### config.mk
export PLATFORM = sky130hd
export DESIGN_NAME = bit_unstuff
export DESIGN_NICKNAME = d
export VERILOG_FILES = /design/src/rtl/bit_unstuff.sv
export SDC_FILE = /design/constraint.sdc
export NUM_CORES = 1
export LEC_CHECK = 0
export ABC_AREA = 1
export CORE_ASPECT_RATIO = 0.9
export CORE_UTILIZATION = 58
export CTS_CLUSTER_DIAMETER = 50
export CTS_CLUSTER_SIZE = 30
export DETAILED_ROUTE_END_ITERATION = 16
export PLACE_DENSITY_LB_ADDON = 0.25
export SYNTH_ARGS = -nofsm -noshare
export SYNTH_HDL_FRONTEND = slang
export SYNTH_SLANG_ARGS = --single-unit
export TNS_END_PERCENT = 1
### constraint.sdc
create_clock -name clk -period 4 [get_ports clk]
set_input_delay 1 -clock clk [delete_from_list [all_inputs] [get_ports clk]]
set_output_delay 1 -clock clk [all_outputs]
set_load 0.005 [all_outputs]
### src/rtl/bit_unstuff.sv
// Purpose: receive-side bit destuffer. Drops the zero inserted after RUN_LEN ones, flags violations, packs data bits LSB-first into bytes.
// Latency: one cycle from an accepted line bit to out_valid/outb/byte_valid/stuff_err, all registered.
// Backpressure: none; accepts one line bit per clock whenever in_valid is high. Optional NRZI decode via `NRZI_DEC_EN`.
module bit_unstuff #(
    parameter int RUN_LEN = 6
) (
    input  logic       clk,
    input  logic       rst,
    input  logic       clear,
    input  logic       in_valid,
    input  logic       inb,
    output logic       outb,
    output logic       out_valid,
    output logic [7:0] byte_out,
    output logic       byte_valid,
    output logic       stuff_err
);

    localparam int CW = $clog2(RUN_LEN + 1);
    localparam logic [CW-1:0] RUN_MAX = CW'(RUN_LEN);

    logic [CW-1:0] ones_cnt;
    logic [CW-1:0] ones_cnt_nxt;
    logic [2:0]    bit_idx;
    logic [2:0]    bit_idx_nxt;
    logic [7:0]    asm_q;
    logic [7:0]    asm_nxt;
    logic          d;
    logic          take;
    logic          at_limit;
    logic          emit;
    logic          viol;
    logic          byte_done;

`ifdef NRZI_DEC_EN
    logic prev_level;

    // A repeated line level decodes as 1, a transition as 0.
    assign d = (inb == prev_level);

    // Line level history follows every accepted bit, stuffed or not; idle level is 1.
    always_ff @(posedge clk or posedge rst) begin
        if (rst) begin
            prev_level <= 1'b1;
        end else if (clear) begin
            prev_level <= 1'b1;
        end else if (in_valid) begin
            prev_level <= inb;
        end
    end
`else
    assign d = inb;
`endif

    // Classify the incoming bit and compute next run count, bit index and assembly contents.
    always_comb begin
        take         = in_valid & ~clear;
        at_limit     = (ones_cnt == RUN_MAX);
        emit         = take & ~at_limit;
        viol         = take & at_limit & d;
        byte_done    = emit & (bit_idx == 3'd7);
        ones_cnt_nxt = ones_cnt;
        bit_idx_nxt  = bit_idx;
        asm_nxt      = asm_q;
        if (clear) begin
            ones_cnt_nxt = '0;
            bit_idx_nxt  = 3'd0;
            asm_nxt      = 8'h00;
        end else if (take) begin
            if (at_limit) begin
                // Slot after a full run: stuffed zero or violation, never data.
                ones_cnt_nxt = '0;
            end else begin
                ones_cnt_nxt     = d ? (ones_cnt + CW'(1)) : '0;
                asm_nxt[bit_idx] = d;
                bit_idx_nxt      = (bit_idx == 3'd7) ? 3'd0 : (bit_idx + 3'd1);
            end
        end
    end

    // Internal run/byte tracking state.
    always_ff @(posedge clk or posedge rst) begin
        if (rst) begin
            ones_cnt <= '0;
            bit_idx  <= 3'd0;
            asm_q    <= 8'h00;
        end else begin
            ones_cnt <= ones_cnt_nxt;
            bit_idx  <= bit_idx_nxt;
            asm_q    <= asm_nxt;
        end
    end

    // Registered outputs; outb and byte_out hold between updates, error is sticky until clear.
    always_ff @(posedge clk or posedge rst) begin
        if (rst) begin
            outb       <= 1'b0;
            out_valid  <= 1'b0;
            byte_out   <= 8'h00;
            byte_valid <= 1'b0;
            stuff_err  <= 1'b0;
        end else begin
            out_valid  <= emit;
            byte_valid <= byte_done;
            if (emit) begin
                outb <= d;
            end
            if (byte_done) begin
                byte_out <= asm_nxt;
            end
            if (clear) begin
                stuff_err <= 1'b0;
            end else if (viol) begin
                stuff_err <= 1'b1;
            end
        end
    end

endmodule

==> flow_summary.yaml, run 1 <==
logic_synthesis:
  ys_types: 24
  synth_flop_cell: "dfrtp_1"
  synth.yosys.seq_area_share_pct: 49.10
  netlist_area_sq_um: 1325
  synthCells: 147
  synth_area_per_cell_sq_um: 9.014
  yosysWarnings: 0
  synth_edf_count: 0
  synthTopCellsByArea: "dfrtp_1 (49%), nand2_1 (12%), nand3_2 (4.5%)"
  synth_top_area_share_pct: 49.10
  async_reset_ff_share_pct: 100.0
  synthesis.nets: 156
  synth_largest_area_cell: "dfrtp_1"
  synth-seq-cells: 26
power:
  ir_drop_v: 0.0002843
  combinationalPowerShare_pct: 10.2
  leakagePower_uw: 0.0007420
  switching_share_pct: 24.70
  clkPwrFrac_pct: 29.1
  power.internal_uw: 340.3
  sequentialPowerShare_pct: 60.7
  p_switching_uw: 111.7
  p_per_area_nw_per_um2: 299.3
place:
  place_area_sq_um: 1474
  dp_hpwl_um: 1736
  place_inst: 187
  place.gp.congestion: 0.8346
  portBuffers: 16
sta:
  rsz0062_at_grt: "false"
  slew_headroom_pct: 36.44
  slew_violations: 0
  finalHoldViolCount: 0
  finalSetupViolations: 0
  tns_ns: 0
  clock.fmax_ghz: 0.4371
  fin_skew_ns: 0.01313
  worst-slew-pin-transition_ns: 0.9523
  fin_crit_sh_pct: 57.20
  holdWs_ns: 0.4971
  period_minus_slack_ns: 2.288
worst_setup_path:
  reg2reg_slack_ns: 2.47
  path_max_fanout: 17
  crit_path_end_kind: "flop"
  required_ns: 4.24
  cp-start-kind: "primary input"
  crit_arrival_ns: 2.53
  worstSetupPathType: "in -> reg"
finish:
  nets: 174
  antennaDiodeCount: 0
  num-fill-cells: 176
  drive_gt1_share_pct: 10.98
  syn2layout_area_growth_pct: 13.98
  final_cell_count_no_fill: 191
  design_area_sq_um: 1510
grt:
  globalRouteTotalUtil_pct: 21.72
  grt_first_pass_wirelength_um: 3822
  grt_overflow: 0
  antenna_found_initial: 0
  grt_max_degree: 27
  grt_pass1_vias: 880
die:
  ios: 17
  core_sq_um: 2162
  fp-row-count: 16
  start_util_pct: 61.28
  fp.dieH_um: 47.35
  dieArea_sq_um: 2480
  die_x_um: 52.38
routing:
  first_pass_iters: 5
  routed_via_density: 5.309
  ant_nets: 0
  routedWlPerCell_um: 12.32
  route.detailed.drc: 0
  totalWireLength_um: 2353
  drt_iter0_markers: 25
  route.vias.total: 1014
clock_tree:
  clock-sinks: 26
  cts_tree: "yes"
  cts_root_buf: "clkbuf_4"
  cts_hold_buffers: 0
  cts_buffers: 3
  postCtsResizedCells: 0
  htreeDepth: 1
  clock_latency_ns: 0.33
  clk_pin_slew_ns: 0.14
  cts_setup_buffers: 0
  cts_buffer_depth: 2
job:
  maxCapViolations: 0
run_status:
  status: "finished clean"
min_path:
  hold_class: "reg -> reg"
## final timing paths
kind | startpoint | endpoint | depth (start not counted)
worst max register to register | ones_cnt[0] | byte_out[2] | 8
worst max-delay path | clear | ones_cnt[0] | 6
worst min register to register | byte_out[1] | byte_out[1] | 2
min in group asynchronous | rst | byte_out[3] | 2
max in group asynchronous | rst | byte_out[4] | 2
worst min-delay path | byte_out[1] | byte_out[1] | 2
## metal layers
metal  GRT usage (%)  wire, um
met1           27.76      1055
met2           37.22      1183
met3           4.207        88
met4           7.895        26
met5               0         0
## registers in the layout (all words and copies together) (netlist names)
signal	count
stuff_err	1
bit_idx	3
ones_cnt	3
byte_out	8
asm_q	8
out_valid	1
byte_valid	1
outb	1
## area by class of cell
class	count	area (sq um)	share of cell area, %
clock buffers	4	36.28	2.403
inverters	18	72.57	4.805
multi-input cells	100	556.8	36.87
flip-flops and latches	26	650.6	43.08
well taps	27	33.78	2.237
repair buffers	16	160.2	10.60
## cells in the mapped netlist, types with 2 or more instances
cell type  instances
nor2_1            13
inv_2              2
nand3_1            7
nand4_1            8
dfrtp_1           26
nand2_1           44
nand3_2            6
inv_1             14
ha_1               4
o21ai_0            6
o21bai_1           4
## cells in the final DEF (no fill, tap or decap)
master           count
a21oi_1              1
clkbuf_4             3
clkbuf_8             1
clkdlybuf4s50_1     16
clkinv_1             1
clkinv_4             1
dfrtp_1             26
ha_1                 4
inv_1               14
inv_2                2
nand2_1             44
nand2_2              1
nand2_4              1
nand3_1              7
nand3_2              6
nand3_4              1
nand4_1              8
nor2_1              13
nor2_4               1
nor2_8               1
o21ai_0              6
o21bai_1             4
o31ai_1              1
xnor2_1              1
## per-stage QoR
| stage | util (%) | setup WS [ns] | power [uW] |
|---|---|---|---|
| after global routing | 69.85 | 1.631 | 473.3 |
| after global placement | 68.17 | 1.426 | 323.5 |
| after CTS | 69.85 | 1.714 | 455.2 |
| after detailed placement | 68.17 | 1.374 | 325.9 |
| final | 69.85 | 1.712 | 452.0 |
| after floorplan | - | 2.174 | 313.3 |
## kinds of logic after synthesis
kind of cell    after synthesis  share of synthesized area, %
compound gates               12                         5.477
fa+ha+maj                     4                         3.777
flops                        26                         49.10
simple gates                 83                         32.11
xor+xnor                      1                        0.6611
buf+inv                      21                         8.876
## critical path: stages
cell	delay (ns)
clkdlybuf4s50_1	0.62
clkinv_4	0.21
nand2_4	0.09
nor2_8	0.26
nand2_1	0.15
o21ai_0	0.19
## power by group through the flow
stage	Combinational (uW)	Sequential (uW)	Clock [uW]
2_1_floorplan	35.1	278	0
3_3_place_gp	44.6	279	0
3_5_place_dp	46.5	279	0
4_1_cts	46.8	274	134
5_1_grt	52.2	275	146
6_report	46.0	274	132
Power figures use the tool's default switching activity.
==> inputs of run 2 (changes only) <==
--- a/config.mk
+++ b/config.mk
@@ -7,7 +7,7 @@
 export LEC_CHECK = 0
 export ABC_AREA = 1
 export CORE_ASPECT_RATIO = 0.9
-export CORE_UTILIZATION = 58
+export CORE_UTILIZATION = 54
 export CTS_CLUSTER_DIAMETER = 50
 export CTS_CLUSTER_SIZE = 30
 export DETAILED_ROUTE_END_ITERATION = 16
==> constraint.sdc (replaced) <==
create_clock -name clk -period 2.2 [get_ports clk]
set_input_delay 0.55 -clock clk [delete_from_list [all_inputs] [get_ports clk]]
set_output_delay 0.55 -clock clk [all_outputs]
set_load 0.005 [all_outputs]
==> run 2 against run 1 <==
  * Critical path depth down 5
  * Global-route usage fell by 0.77 points
  * First-iteration DRC count down 4.0%
  * Via count grew 1.2%
  * Worst setup slack got worse by 1.3 ns
  * Routed wire length up 3.3%
  * Clock-buffer cell count down 1
  * Clock power grew 50%
  * Sequential share of layout area barely moved
  * Register-to-register slack got worse by 1.8 ns
  * Critical path type is now reg -> out
  * Largest cell class unchanged
  * Largest power group unchanged
==> flow_summary.yaml, run 2 (synthesis gave the netlist of run 1 again) <==
run_status:
  status: "finished clean"
worst_setup_path:
  worstSetupPathType: "reg -> out"
  cpPeakStageDelay_ns: 0.50
  worstPathCellList: "clkdlybuf4s50_1"
  r2r-end: "byte_out[0]"
  rr_startpoint: "ones_cnt[0]"
  required_ns: 1.65
  crit_path_end_kind: "output pin"
  cp_top_family: "buffers and inverters"
  crit_arrival_ns: 1.20
  path_max_fanout: 2
  reg2reg_depth: 8
  reg2reg_slack_ns: 0.67
  crit_slowest_cell: "clkdlybuf4s50_1"
  critPathBufInv: 1
  crit_cells: 1
  cp-start-kind: "flop"
die:
  ios: 17
  core_sq_um: 2242
  fp.dieH_um: 49.00
  start_util_pct: 59.10
  dieArea_sq_um: 2656
  fp-row-count: 16
  die_x_um: 54.22
power:
  switching_share_pct: 25.47
  sequentialPowerShare_pct: 63.6
  ir_drop_v: 0.0005678
  leakagePower_uw: 0.0007444
  p_total_uw: 783.4
  p_switching_uw: 199.6
  clkPwrFrac_pct: 25.3
  combinationalPowerShare_pct: 11.1
  p_per_area_nw_per_um2: 518.3
  power.internal_uw: 583.8
place:
  dp_hpwl_um: 1752
  portBuffers: 16
  place_area_sq_um: 1489
  place.gp.congestion: 0.8467
clock_tree:
  cts_root_buf: "clkbuf_4"
  cts_buffer_depth: 2
  clock-sinks: 26
  cts_tree: "yes"
  postCtsResizedCells: 0
  cts_hold_buffers: 0
  cts_setup_buffers: 0
  clock_latency_ns: 0.32
  cts_buffers: 3
  clk_pin_slew_ns: 0.13
  htreeDepth: 1
min_path:
  hold_class: "reg -> reg"
  hp-start: "byte_out[2]"
  hold_end: "byte_out[2]"
  min_path_cells: 2
sta:
  clock.fmax_ghz: 0.5709
  finalSetupViolations: 0
  period_minus_slack_ns: 1.751
  fin_crit_sh_pct: 79.61
  fin_skew_ns: 0.003474
  slew_headroom_pct: 76.17
  tns_ns: 0
  rsz0062_at_grt: "false"
  worst-slew-pin-transition_ns: 0.3552
  slew_violations: 0
  finalHoldViolCount: 0
finish:
  mostFrequentLayoutCells: "nand2_1 (44), dfrtp_1 (26), clkdlybuf4s50_1 (16)"
  postLayoutCoreUtil_pct: 67.41
  drive_gt1_share_pct: 11.52
  top_regs: "asm_q (8), byte_out (8)"
  syn2layout_area_growth_pct: 14.07
  num-fill-cells: 193
  nets: 176
  antennaDiodeCount: 0
  final_common_cell: "nand2_1"
  design_area_sq_um: 1511
grt:
  grt_pass1_vias: 964
  grt_first_pass_wirelength_um: 4071
  grt_max_degree: 27
  antenna_found_initial: 0
  grt_overflow: 0
  globalRouteTotalUtil_pct: 20.95
routing:
  routed_via_density: 5.344
  route.vias.total: 1026
  routedWlPerCell_um: 12.66
  drt_iter0_markers: 24
  totalWireLength_um: 2430
  ant_nets: 0
  first_pass_iters: 4
  route.detailed.drc: 0
job:
  maxCapViolations: 0
run 2: power by group through the flow:
| stage | sequential (uW) | combinational, uW | clock, uW |
|---|---|---|---|
| 2_1_floorplan | 506 | 63.8 | 0 |
| 3_5_place_dp | 508 | 87.8 | 0 |
| 5_1_grt | 500 | 98.6 | 220 |
| 4_1_cts | 498 | 88.1 | 202 |
| 3_3_place_gp | 507 | 84.2 | 0 |
| 6_report | 498 | 87.1 | 198 |
run 2: how the worst max path moves through the flow:
| stage | slack (ns) | endpoint | startpoint |
|---|---|---|---|
| global placement | 0.29 | byte_out[3] | in_valid |
| finish | 0.45 | stuff_err | stuff_err |
| global route | 0.38 | byte_out[1] | byte_out[1] |
| detailed placement | 0.23 | ones_cnt[0] | in_valid |
| floorplan | 0.82 | byte_out[7] | clear |
| CTS | 0.44 | stuff_err | stuff_err |
run 2: cell type report:
| type | count | area, sq um | area share (%) |
|---|---|---|---|
| clock buffers | 3 | 22.52 | 1.490 |
| inverters | 18 | 72.57 | 4.801 |
| multi-input cells | 100 | 556.8 | 36.84 |
| flip-flops and latches | 26 | 650.6 | 43.05 |
| well taps | 27 | 33.78 | 2.235 |
| repair buffers | 18 | 175.2 | 11.59 |
run 2: layer usage:
metal	routed length, um	part of all wire [%]	track usage (%)	vias to the layer above
met2	1213	50	35.16	24
li1	-	-	-	508
met3	120	4.9	6.542	3
met1	1080	44	26.01	491
met4	14	0.58	3.846	0
met5	0	0	0	-
run 2: metrics by stage:
step | hold WS, ns | std cells | setup WS, ns
after floorplan | 0.4730 | 147 | 0.8237
after global placement | 0.4656 | 189 | 0.2949
after detailed placement | 0.4658 | 189 | 0.2264
after CTS | 0.4982 | 192 | 0.4379
after global routing | 0.5242 | 192 | 0.3804
final | 0.4943 | 192 | 0.4485
==> inputs of run 3 (changes only) <==
--- a/config.mk
+++ b/config.mk
@@ -7,7 +7,7 @@
 export LEC_CHECK = 0
 export ABC_AREA = 1
 export CORE_ASPECT_RATIO = 0.9
-export CORE_UTILIZATION = 54
+export CORE_UTILIZATION = 48
 export CTS_CLUSTER_DIAMETER = 50
 export CTS_CLUSTER_SIZE = 30
 export DETAILED_ROUTE_END_ITERATION = 16
==> constraint.sdc (replaced) <==
create_clock -name clk -period 1.5 [get_ports clk]
set_input_delay 0.375 -clock clk [delete_from_list [all_inputs] [get_ports clk]]
set_output_delay 0.375 -clock clk [all_outputs]
set_load 0.005 [all_outputs]
==> run 3 against run 2 <==
  * Sequential share of layout area fell by 4.8 points
  * First-iteration DRC count grew 75%
  * Sequential cell count stayed put
  * Hold slack worse by 0.10 ns
  * Sequential power up 46%
  * Final area grew 12%
  * Cell count rose by 9.9%
  * Clock-buffer cell count rose by 1
  * Largest power group unchanged
  * Highest routed layer unchanged
==> flow_summary.yaml, run 3 (synthesis gave the netlist of run 1 again) <==
die:
  start_util_pct: 52.35
  fp-row-count: 17
  dieArea_sq_um: 2975
  core_sq_um: 2531
  fp.dieH_um: 51.85
  ios: 17
  die_x_um: 57.38
job:
  maxCapViolations: 0
routing:
  routedWlPerCell_um: 12.90
  first_pass_iters: 4
  drt_iter0_markers: 42
  totalWireLength_um: 2721
  met3_wirelength_um: 172
  route.detailed.drc: 0
  highest_layer: "met4"
  route.vias.total: 1093
  routed_via_density: 5.180
  wl_met1_um: 1271
  ant_nets: 0
  met2_length_um: 1263
worst_setup_path:
  crit_arrival_ns: 1.74
  critPathBufInv: 2
  cp_top_family: "simple AND/OR/NAND/NOR gates"
  crit_path_end_kind: "flop"
  cp-start-kind: "flop"
  worstPathCellList: "inv_1, ha_2, nand2_4, nand3_4, nor2_4, buf_6, nand4_1, nand2_1"
  worstSetupPathType: "reg -> reg"
  required_ns: 1.77
  crit_start: "ones_cnt[0]"
  rr_startpoint: "ones_cnt[0]"
  path_max_fanout: 5
  cpPeakStageDelay_ns: 0.41
  crit_slowest_cell: "dfrtp_1"
finish:
  top_regs: "asm_q (8), byte_out (8)"
  antennaDiodeCount: 0
  syn2layout_area_growth_pct: 28.33
  mostFrequentLayoutCells: "nand2_1 (44), dfrtp_1 (26), inv_1 (14), buf_4 (14), nor2_1 (13)"
  num-fill-cells: 209
  design_area_sq_um: 1700
  drive_gt1_share_pct: 22.95
  postLayoutCoreUtil_pct: 67.18
  final_common_cell: "nand2_1"
  nets: 193
power:
  ir_drop_v: 0.0006257
  power.internal_uw: 927.0
  combinationalPowerShare_pct: 13.1
  sequentialPowerShare_pct: 58.7
  clkPwrFrac_pct: 28.2
  p_total_uw: 1235
  p_switching_uw: 308.4
  p_per_area_nw_per_um2: 726.5
  leakagePower_uw: 0.0009255
  switching_share_pct: 24.96
sta:
  slew_headroom_pct: 77.69
  finalHoldViolCount: 0
  rsz0062_at_grt: "true"
  finalSetupViolations: 0
  slew_violations: 0
  fin_skew_ns: 0.001312
  period_minus_slack_ns: 1.475
  worst-slew-pin-transition_ns: 0.3346
  clock.fmax_ghz: 0.6781
  fin_crit_sh_pct: 98.32
min_path:
  hold_class: "in -> async"
clock_tree:
  cts_root_buf: "clkbuf_4"
  cts_buffers: 3
  clock_latency_ns: 0.32
  clk_pin_slew_ns: 0.13
  cts_tree: "yes"
  cts_buffer_depth: 2
  clock-sinks: 26
  htreeDepth: 1
place:
  place.gp.congestion: 0.9031
  place_area_sq_um: 1580
  dp_hpwl_um: 1921
  portBuffers: 16
grt:
  grt_first_pass_wirelength_um: 4519
  globalRouteTotalUtil_pct: 20.08
  grt_max_degree: 27
  grt_pass1_vias: 1044
  grt_overflow: 0
  antenna_found_initial: 0
run_status:
  status: "finished clean"
-- run 3: cell count changes in the layout (fill, tap and decap cells not counted), moves of 4 or more --
cell,before,now
clkdlybuf4s50_1,16,4
dlygate4sd2_1,0,12
buf_6,0,4
o21bai_1,4,0
buf_4,2,14
-- run 3: layer usage --
metal	up-vias	global-route usage, %
met3	2	5.721
met4	0	3.252
met1	509	26.61
met2	40	33.33
met5	-	0
li1	542	-
-- run 3: per-stage QoR --
step | hold slack, ns | instances | setup TNS [ns] | setup WS, ns
3_5_place_dp | 0.4702 | 202 | -4.817 | -0.2623
2_1_floorplan | 0.4150 | 147 | 0 | 0.1668
5_1_grt | 0.4311 | 211 | -0.4925 | -0.07612
4_1_cts | 0.3958 | 206 | 0 | 0.007230
3_3_place_gp | 0.4674 | 202 | -3.961 | -0.2106
6_report | 0.3908 | 211 | 0 | 0.02521
-- run 3: power by group through the flow --
stage / clock [uW] / sequential, uW / combinational, uW
after floorplan: 0 / 742 / 93.6
after global placement: 0 / 738 / 150
after detailed placement: 0 / 739 / 155
after CTS: 362 / 725 / 152
after global routing: 385 / 728 / 180
final: 349 / 725 / 162
-- run 3: area by class of cell --
type | instances | area, sq um | area share [%]
repair buffers | 34 | 295.3 | 17.37
flip-flops and latches | 26 | 650.6 | 38.26
clock buffers | 4 | 36.28 | 2.134
well taps | 28 | 35.03 | 2.060
inverters | 18 | 77.57 | 4.562
multi-input cells | 101 | 605.6 | 35.61
-- run 3: timing repair --
| item | CTS | global route |
|---|---|---|
| hold buffers | 0 | 0 |
| setup buffers | 0 | 4 |
| endpoints found under the setup margin | 12 | 21 |
| gates resized for setup | 12 | 13 |
| pin swaps | 0 | 9 |
| gates cloned | 0 | 1 |
-- run 3: worst paths after layout --
| check | depth (start not counted) | endpoint | slack (ns) |
|---|---|---|---|
| min in group clk | 2 | byte_out[1] | 0.48 |
| max | 8 | byte_out[5] | 0.03 |
| min reg2reg | 2 | byte_out[1] | 0.48 |
| max reg2reg | 8 | byte_out[5] | 0.03 |
| min | 3 | asm_q[6] | 0.39 |
| max in group asynchronous | 3 | byte_out[1] | 0.86 |
-- run 3: worst min-delay path, stage by stage --
cell	delay, ns
clkdlybuf4s50_1	0.39
inv_1	0.05
buf_4	0.31
